<file path="src/rtl/z80_boot_overlay_pkg.sv">
// Shared types and constants for the Z80 boot-code overlay: read FSM states,
// control-port bit positions and the default control port number.
package z80_ovl_pkg;

    typedef enum logic [1:0] {
        ST_IDLE,
        ST_RDREQ,
        ST_WAIT,
        ST_DRIVE
    } ovl_state_e;

    localparam int CTRL_OFF = 0;
    localparam int CTRL_WP  = 1;

    localparam logic [7:0] CTRL_PORT_DEF = 8'hF7;

endpackage

</file>
<file path="src/rtl/z80_boot_overlay_if.sv">
// Z80 bus plus host loader stream as seen by the boot overlay.
// The CPU-side read data is called dout because "do" is a reserved word.
interface z80_boot_overlay_if;

    logic [15:0] a;
    logic [7:0]  di;
    logic        mreq_n;
    logic        iorq_n;
    logic        rd_n;
    logic        wr_n;
    logic [7:0]  dout;
    logic        ovl_hit;
    logic        wait_n;
    logic        ovl_on;
    logic        ld_start;
    logic        ld_valid;
    logic [7:0]  ld_data;
    logic        ld_ready;

    modport master (
        output a, di, mreq_n, iorq_n, rd_n, wr_n, ld_start, ld_valid, ld_data,
        input  dout, ovl_hit, wait_n, ovl_on, ld_ready
    );

    modport slave (
        input  a, di, mreq_n, iorq_n, rd_n, wr_n, ld_start, ld_valid, ld_data,
        output dout, ovl_hit, wait_n, ovl_on, ld_ready
    );

endinterface

</file>
<file path="src/rtl/z80_boot_overlay_spram.sv">
// Single-port synchronous byte RAM holding the boot image, with a registered
// read port; shaped to map onto block RAM.
module ovl_spram #(
    parameter int    AW       = 8,
    parameter string INIT_HEX = ""
) (
    input  logic          clk,
    input  logic          en_i,
    input  logic          we_i,
    input  logic [AW-1:0] addr_i,
    input  logic [7:0]    wdata_i,
    output logic [7:0]    rdata_o
);

    logic [7:0] mem_q [2**AW];
    logic [7:0] rdata_q;

    // The output register only updates on a read, so it holds the last read
    // byte for as long as the overlay keeps driving it.
    always_ff @(posedge clk) begin
        if (en_i) begin
            if (we_i) begin
                mem_q[addr_i] <= wdata_i;
            end else begin
                rdata_q <= mem_q[addr_i];
            end
        end
    end

    assign rdata_o = rdata_q;

endmodule

</file>
<file path="src/rtl/z80_boot_overlay.sv">
// Reloadable boot-code overlay: maps a RAM image into a Z80 memory window,
// stretches reads with WAIT_n, and can be switched off from an I/O port.
module z80_boot_overlay
    import z80_ovl_pkg::*;
#(
    parameter int          AW        = 8,
    parameter logic [15:0] BASE      = 16'h0000,
    parameter int          WAIT_CYC  = 1,
    parameter logic [7:0]  CTRL_PORT = CTRL_PORT_DEF,
    parameter string       INIT_HEX  = ""
) (
    input logic               clk,
    input logic               rst_n,
    z80_boot_overlay_if.slave bus
);

    localparam logic [2:0] WCNT_INIT = (WAIT_CYC > 1) ? 3'(WAIT_CYC - 1) : 3'd0;

    ovl_state_e    state_q;
    logic [2:0]    wcnt_q;
    logic [7:0]    do_q;
    logic          wait_n_q;
    logic          ovl_on_q;
    logic          off_pend_q;
    logic          wp_q;
    logic          ctrl_sel_q;
    logic          rdy_en_q;
    logic [AW-1:0] ld_ptr_q;

    logic          win;
    logic          rd_req;
    logic          rd_issue;
    logic          ld_ready;
    logic          ld_acc;
    logic          ctrl_sel;
    logic          ctrl_hit;
    logic [AW-1:0] ram_addr;
    logic [7:0]    ram_q;
    logic          unused_di;

    // A pending switch-off already closes the window for new reads.
    assign win      = ovl_on_q & ~off_pend_q & (bus.a[15:AW] == BASE[15:AW]);
    assign rd_req   = ~bus.mreq_n & ~bus.rd_n & win;
    assign rd_issue = (state_q == ST_IDLE) & rd_req;

    assign ld_ready = rdy_en_q & ~wp_q & (state_q == ST_IDLE) & ~rd_req;
    assign ld_acc   = bus.ld_valid & ld_ready & ~bus.ld_start;

    assign ctrl_sel  = ~bus.iorq_n & ~bus.wr_n & (bus.a[7:0] == CTRL_PORT);
    assign ctrl_hit  = ctrl_sel & ~ctrl_sel_q;
    assign unused_di = ^bus.di[7:2];

    assign ram_addr = ld_acc ? ld_ptr_q : bus.a[AW-1:0];

    ovl_spram #(
        .AW      (AW),
        .INIT_HEX(INIT_HEX)
    ) u_ram (
        .clk    (clk),
        .en_i   (rd_issue | ld_acc),
        .we_i   (ld_acc),
        .addr_i (ram_addr),
        .wdata_i(bus.ld_data),
        .rdata_o(ram_q)
    );

    // Read FSM; WAIT_n is low for exactly WAIT_CYC cycles counting RDREQ.
    always_ff @(posedge clk or negedge rst_n) begin
        if (!rst_n) begin
            state_q  <= ST_IDLE;
            wcnt_q   <= 3'd0;
            do_q     <= 8'hFF;
            wait_n_q <= 1'b1;
        end else begin
            case (state_q)
                ST_IDLE: begin
                    do_q     <= 8'hFF;
                    wait_n_q <= 1'b1;
                    if (rd_issue) begin
                        state_q  <= ST_RDREQ;
                        wait_n_q <= (WAIT_CYC == 0);
                    end
                end
                ST_RDREQ: begin
                    wcnt_q <= WCNT_INIT;
                    if (WAIT_CYC <= 1) begin
                        state_q  <= ST_DRIVE;
                        do_q     <= ram_q;
                        wait_n_q <= 1'b1;
                    end else begin
                        state_q <= ST_WAIT;
                    end
                end
                ST_WAIT: begin
                    wcnt_q <= wcnt_q - 3'd1;
                    if (wcnt_q == 3'd1) begin
                        state_q  <= ST_DRIVE;
                        do_q     <= ram_q;
                        wait_n_q <= 1'b1;
                    end
                end
                ST_DRIVE: begin
                    if (bus.mreq_n | bus.rd_n) begin
                        state_q <= ST_IDLE;
                        do_q    <= 8'hFF;
                    end
                end
                default: state_q <= ST_IDLE;
            endcase
        end
    end

    // Control port: sticky off and write-protect, applied once per strobe.
    always_ff @(posedge clk or negedge rst_n) begin
        if (!rst_n) begin
            ovl_on_q   <= 1'b1;
            off_pend_q <= 1'b0;
            wp_q       <= 1'b0;
            ctrl_sel_q <= 1'b0;
            rdy_en_q   <= 1'b0;
        end else begin
            rdy_en_q   <= 1'b1;
            ctrl_sel_q <= ctrl_sel;
            if (ctrl_hit && bus.di[CTRL_OFF]) begin
                off_pend_q <= 1'b1;
            end
            if (ctrl_hit && bus.di[CTRL_WP]) begin
                wp_q <= 1'b1;
            end
            if (off_pend_q && (state_q == ST_IDLE)) begin
                ovl_on_q <= 1'b0;
            end
        end
    end

    always_ff @(posedge clk or negedge rst_n) begin
        if (!rst_n) begin
            ld_ptr_q <= '0;
        end else if (bus.ld_start) begin
            ld_ptr_q <= '0;
        end else if (ld_acc) begin
            ld_ptr_q <= ld_ptr_q + 1'b1;
        end
    end

    assign bus.dout     = do_q;
    assign bus.ovl_hit  = rd_issue | (state_q != ST_IDLE);
    assign bus.wait_n   = wait_n_q;
    assign bus.ovl_on   = ovl_on_q;
    assign bus.ld_ready = ld_ready;

endmodule

</file>
<file path="src/flat_wrapper.sv">
// flat-port wrapper written by rule: the top's interface ports become plain ports
module z80_boot_overlay_flat import z80_ovl_pkg::*;
#(
    parameter int          AW        = 8,
    parameter logic [15:0] BASE      = 16'h0000,
    parameter int          WAIT_CYC  = 1,
    parameter logic [7:0]  CTRL_PORT = CTRL_PORT_DEF,
    parameter string       INIT_HEX  = ""
)
  (clk, rst_n, bus_a, bus_di, bus_mreq_n, bus_iorq_n, bus_rd_n, bus_wr_n, bus_ld_start, bus_ld_valid, bus_ld_data, bus_dout, bus_ovl_hit, bus_wait_n, bus_ovl_on, bus_ld_ready);
  z80_boot_overlay_if bus_i ();
  input logic clk;
  input logic rst_n;
  input wire logic [$bits(bus_i.a)-1:0] bus_a;
  input wire logic [$bits(bus_i.di)-1:0] bus_di;
  input wire logic [$bits(bus_i.mreq_n)-1:0] bus_mreq_n;
  input wire logic [$bits(bus_i.iorq_n)-1:0] bus_iorq_n;
  input wire logic [$bits(bus_i.rd_n)-1:0] bus_rd_n;
  input wire logic [$bits(bus_i.wr_n)-1:0] bus_wr_n;
  input wire logic [$bits(bus_i.ld_start)-1:0] bus_ld_start;
  input wire logic [$bits(bus_i.ld_valid)-1:0] bus_ld_valid;
  input wire logic [$bits(bus_i.ld_data)-1:0] bus_ld_data;
  output wire logic [$bits(bus_i.dout)-1:0] bus_dout;
  output wire logic [$bits(bus_i.ovl_hit)-1:0] bus_ovl_hit;
  output wire logic [$bits(bus_i.wait_n)-1:0] bus_wait_n;
  output wire logic [$bits(bus_i.ovl_on)-1:0] bus_ovl_on;
  output wire logic [$bits(bus_i.ld_ready)-1:0] bus_ld_ready;
  assign bus_i.a = bus_a;
  assign bus_i.di = bus_di;
  assign bus_i.mreq_n = bus_mreq_n;
  assign bus_i.iorq_n = bus_iorq_n;
  assign bus_i.rd_n = bus_rd_n;
  assign bus_i.wr_n = bus_wr_n;
  assign bus_i.ld_start = bus_ld_start;
  assign bus_i.ld_valid = bus_ld_valid;
  assign bus_i.ld_data = bus_ld_data;
  assign bus_dout = bus_i.dout;
  assign bus_ovl_hit = bus_i.ovl_hit;
  assign bus_wait_n = bus_i.wait_n;
  assign bus_ovl_on = bus_i.ovl_on;
  assign bus_ld_ready = bus_i.ld_ready;
  z80_boot_overlay #(.AW(AW), .BASE(BASE), .WAIT_CYC(WAIT_CYC), .CTRL_PORT(CTRL_PORT), .INIT_HEX(INIT_HEX)) u_core (.clk(clk), .rst_n(rst_n), .bus(bus_i));
endmodule
</file>
<file path="config.mk">
export PLATFORM = sky130hd
export DESIGN_NAME = z80_boot_overlay_flat
export DESIGN_NICKNAME = d
export VERILOG_FILES = /design/src/rtl/z80_boot_overlay_pkg.sv /design/src/rtl/z80_boot_overlay_if.sv /design/src/rtl/z80_boot_overlay_spram.sv /design/src/rtl/z80_boot_overlay.sv /design/src/flat_wrapper.sv
export SDC_FILE = /design/constraint.sdc
export NUM_CORES = 2
export LEC_CHECK = 0
export CORE_UTILIZATION = 50
export CTS_CLUSTER_DIAMETER = 150
export DETAILED_ROUTE_END_ITERATION = 12
export GPL_TIMING_DRIVEN = 0
export PLACE_DENSITY_LB_ADDON = 0.08
export SLEW_MARGIN = 20
export SYNTH_ARGS = -nofsm -noshare
export SYNTH_HDL_FRONTEND = slang
export SYNTH_SLANG_ARGS = --single-unit
</file>
<file path="constraint.sdc">
create_clock -name clk -period 6.7 [get_ports clk]
set_clock_uncertainty 0.15 [all_clocks]
set_input_delay 1.675 -clock clk [delete_from_list [all_inputs] [get_ports clk]]
set_output_delay 1.675 -clock clk [all_outputs]
set_load 0.01 [all_outputs]
</file>
==> summary.txt <==
Run status
  – Run status: finished, violations left
  – Violated checks: negative setup slack

Worst hold path
  – Hold Path Class: register to register
  – Hold path startpoint: u_core.u_ram.rdata_o[7]

CTS
  – Clock slew at reported path FFs: ~0.060 ns
  – Number of sinks handled by clock tree synthesis: 2083
  – TritonCTS clock tree: yes
  – Clock Path Buffers: 3
  – Number of post-CTS setup repair buffers: 0
  – H-Tree Depth: 4
  – Num CTS Buffers: 209
  – Master cell of the clock root buffer: clkbuf_16
  – Number of hold buffers added after CTS: 0
  – Clock latency on the worst-skew pair: 0.85 ns

Place
  – Global placement routability congestion: between 0.9 and 1
  – Placed wire-length estimate after detailed placement: about 170000 µm
  – Port buffer count: 44

Routing
  – Number of vias after detailed routing: 47.5k
  – Average via count per standard cell: 6.30
  – Router iterations before antenna repair: 6
  – DRC violation total after the first TritonRoute iteration: 6237
  – Sum of routed wire length over all layers: 247000 µm
  – Average detailed-routed wire length per instance: 32.7 µm
  – Final routed DRC violation total: 0
  – DRT antenna net count: 0

Synth
  – Synthesized-area fraction occupied by ao, oa, aoi and oai cells: approximately 7.5%
  – Post-synthesis share of cell area spent on full adders, half adders and majority gates: 0.107%
  – Count of synthesis-stage warnings from yosys: 0
  – Cell area after synthesis: 0.0817 mm²
  – Sequential cell area fraction in the yosys report: 76.5%
  – Post-synth EDFFs: 2056
  – Post-Syn Instances: 4909
  – Post-Synth Simple-Gate Area: 4.69%
  – Portion of netlist area occupied by mux cells: about 9%
  – Prevailing post-synth register cell: edfxtp_1
  – Share of flip-flops with an asynchronous set or reset: 1.30%
  – Xor-xnor portion of the synthesized cell area: less than 1%
  – Yosys reg bits: 2083
  – Mapped Nets: 4956
  – Distinct cell type count of the synthesized netlist: 68
  – Main combinational cell family by area after synthesis: multiplexers
  – Average cell area after synthesis: around 17 µm²

Finish
  – Multi-input combinational cell area: ~0.018 mm²
  – Most common cell after layout, fill and taps aside: edfxtp_1
  – Post-Route Utilization: 57.4%
  – Nets@finish: between 5k and 6k
  – Leading cell types in the layout, fill and taps excluded: 2056 x edfxtp_1, 722 x mux2i_1, 424 x o22ai_1
  – Share of layout cells above drive strength 1: 12.0%
  – Layout Area Growth over Synthesis: 13.4%
  – Combined flip-flop and latch cell area: between 0.06 and 0.07 mm²
  – Count of filler cells inserted in the layout: 12.5k

Timing
  – Slew @ Worst Pin: 1.29 ns
  – TNS Setup: -0.00560 ns
  – Setup WS post-layout: -0.00560 ns
  – Final worst path period need: 6.71 ns
  – Ratio of final minimum period to clock period: 100%
  – Fmax: between 100 and 150 MHz
  – Slew Limit Fails: 0
  – Number of failing hold endpoints at the final stage: 0
  – Count of final setup violators: 1
  – Setup repair after global routing missed its margin: false
  – Worst-case headroom to the max-slew limit: 13.0%

Run
  – Total of max-cap violations: 0

Critical path
  – Worst Setup End Kind: register
  – Category of the most critical setup path: input port to register
  – Critical path peak fanout: 10
  – Worst endpoint data arrival time: approximately 7.1 ns
  – Element type at the critical path start: input port
  – Required time of the worst setup path: 7.13 ns
  – Worst reg2reg path startpoint: u_core.state_q[0]
  – Crit path from: bus_mreq_n

Die
  – # rows: about 150
  – Horiz. Die Dim: 406 µm
  – Core Area: 0.161 mm²
  – Die extent in y: 406 µm
  – Initial core utilization: ~51%
  – Die area: 0.165 mm²
  – I/O pin count: between 50 and 60

Global route
  – Total overflow reported by the global router: 0
  – Global-route wire length before repair: 343000 µm
  – Via count of the first global-routing pass: ~45k
  – Number of antenna violations at the first check in global routing: 19
  – Pin count of the biggest net entering global routing: 113
  – Total routing resource utilization after global routing: between 20 and 30%

Power and ir drop
  – IR Drop Worst-Case VDD: 0.000297 V
  – Lkg Pwr: 31.2 nW
  – Power density normalized to cell area: 294 mW/mm²
==> layer usage <==
metal  up-vias  share of wire (%)  global-route usage [%]
met5         -             0.0053                       0
met4         2                3.0                    9.24
met3       368                9.7                    5.55
met2      2386                 44                    44.4
met1     24500                 43                    45.1
li1      20300                  -                       -
==> per-stage QoR <==
step | instances | area [µm²] | setup WS (ns) | power, mW | hold WS [ns]
3_5_place_dp | 7158 | 86000 | -1.13 | 16.3 | 0.317
4_1_cts | 7537 | 92500 | 0.116 | 27.3 | 0.331
5_1_grt | 7537 | 92600 | 0.00824 | 27.9 | 0.363
3_3_place_gp | 7113 | 84800 | -5.50 | 16.5 | 0.316
6_report | 7546 | 92600 | -0.00560 | 27.3 | 0.345
2_1_floorplan | 4909 | 81700 | 2.00 | 15.4 | 0.295
==> critical path: stages <==
cell,delay [ns]
clkdlybuf4s50_1,0.54
nor4_4,0.08
a31oi_2,0.50
buf_4,0.27
a211oi_1,0.09
a31oi_2,0.64
clkbuf_2,0.71
buf_1,0.77
o22ai_1,0.29
o41ai_1,1.03
and4_1,0.39
o2111ai_1,0.11
==> area by class of cell <==
class                      count  area share, %
sequential                  2083           67.4
multi-input combinational   2466           19.1
clock buffer                 273           6.05
tap                         2160           2.92
buffer                       338           1.96
timing repair buffer          89           1.53
clock inverter               106          0.912
inverter                      22         0.0892
antenna                        9         0.0243
==> power by group <==
group / switching (mW) / internal (mW)
sequential: 0.00291 / 14.3
clock: 4.87 / 6.28
combinational: 1.29 / 0.496
==> path summary, 6_finish.rpt <==
check | slack [ns] | cells past startpoint | end
max in group asynchronous | 5.43 | 2 | u_core.bus.dout[1]
setup / recovery | -0.006 | 12 | u_core.u_ram.rdata_o[3]
hold reg to reg | 0.34 | 2 | u_core.bus.dout[7]
hold / removal | 0.34 | 2 | u_core.bus.dout[7]
min in group asynchronous | 0.50 | 1 | u_core.state_q[1]
setup reg to reg | 0.62 | 13 | u_core.u_ram.rdata_o[3]
==> cells by family (layout without fill, tap and decap cells) <==
| group | after synthesis | after routing |
|---|---|---|
| other cells | 1 | 10 |
| buf+inv | 360 | 828 |
| fa+ha+maj | 7 | 7 |
| xor+xnor | 6 | 6 |
| compound gates | 902 | 902 |
| mux | 722 | 722 |
| flops | 2083 | 2083 |
| simple gates | 828 | 828 |
==> cell usage after synthesis (all sizes together), types with 56 or more instances <==
| library cell | n | area (µm²) |
|---|---|---|
| edfxtp | 2056 | 61700 |
| mux2i | 722 | 7230 |
| o22ai | 427 | 2710 |
| nand2 | 328 | 1230 |
| nor2 | 239 | 900 |
| buf | 212 | 1320 |
| clkbuf | 126 | 473 |
| a22oi | 96 | 721 |
| a21oi | 95 | 479 |
| nor4 | 84 | 562 |
| and3 | 59 | 369 |
| a211oi | 58 | 435 |
| a311oi | 56 | 490 |
==> registers in the layout (all words and copies together), names as in the netlist, 2 cells and up <==
name and cells:
u_core.state_q 2, u_core.u_ram.rdata_o 8, u_core.bus.dout 8, u_core.wcnt_q 3, u_core.u_ram.mem_q 2048, u_core.ld_ptr_q 8
==> timing repair <==
action                                  CTS  global route
pin swaps                                 0             0
endpoints found under the setup margin   56             5
endpoints found under the hold margin     0             0
gates resized for setup                   1             2
No activity file was read; power rests on OpenSTA's default activity.
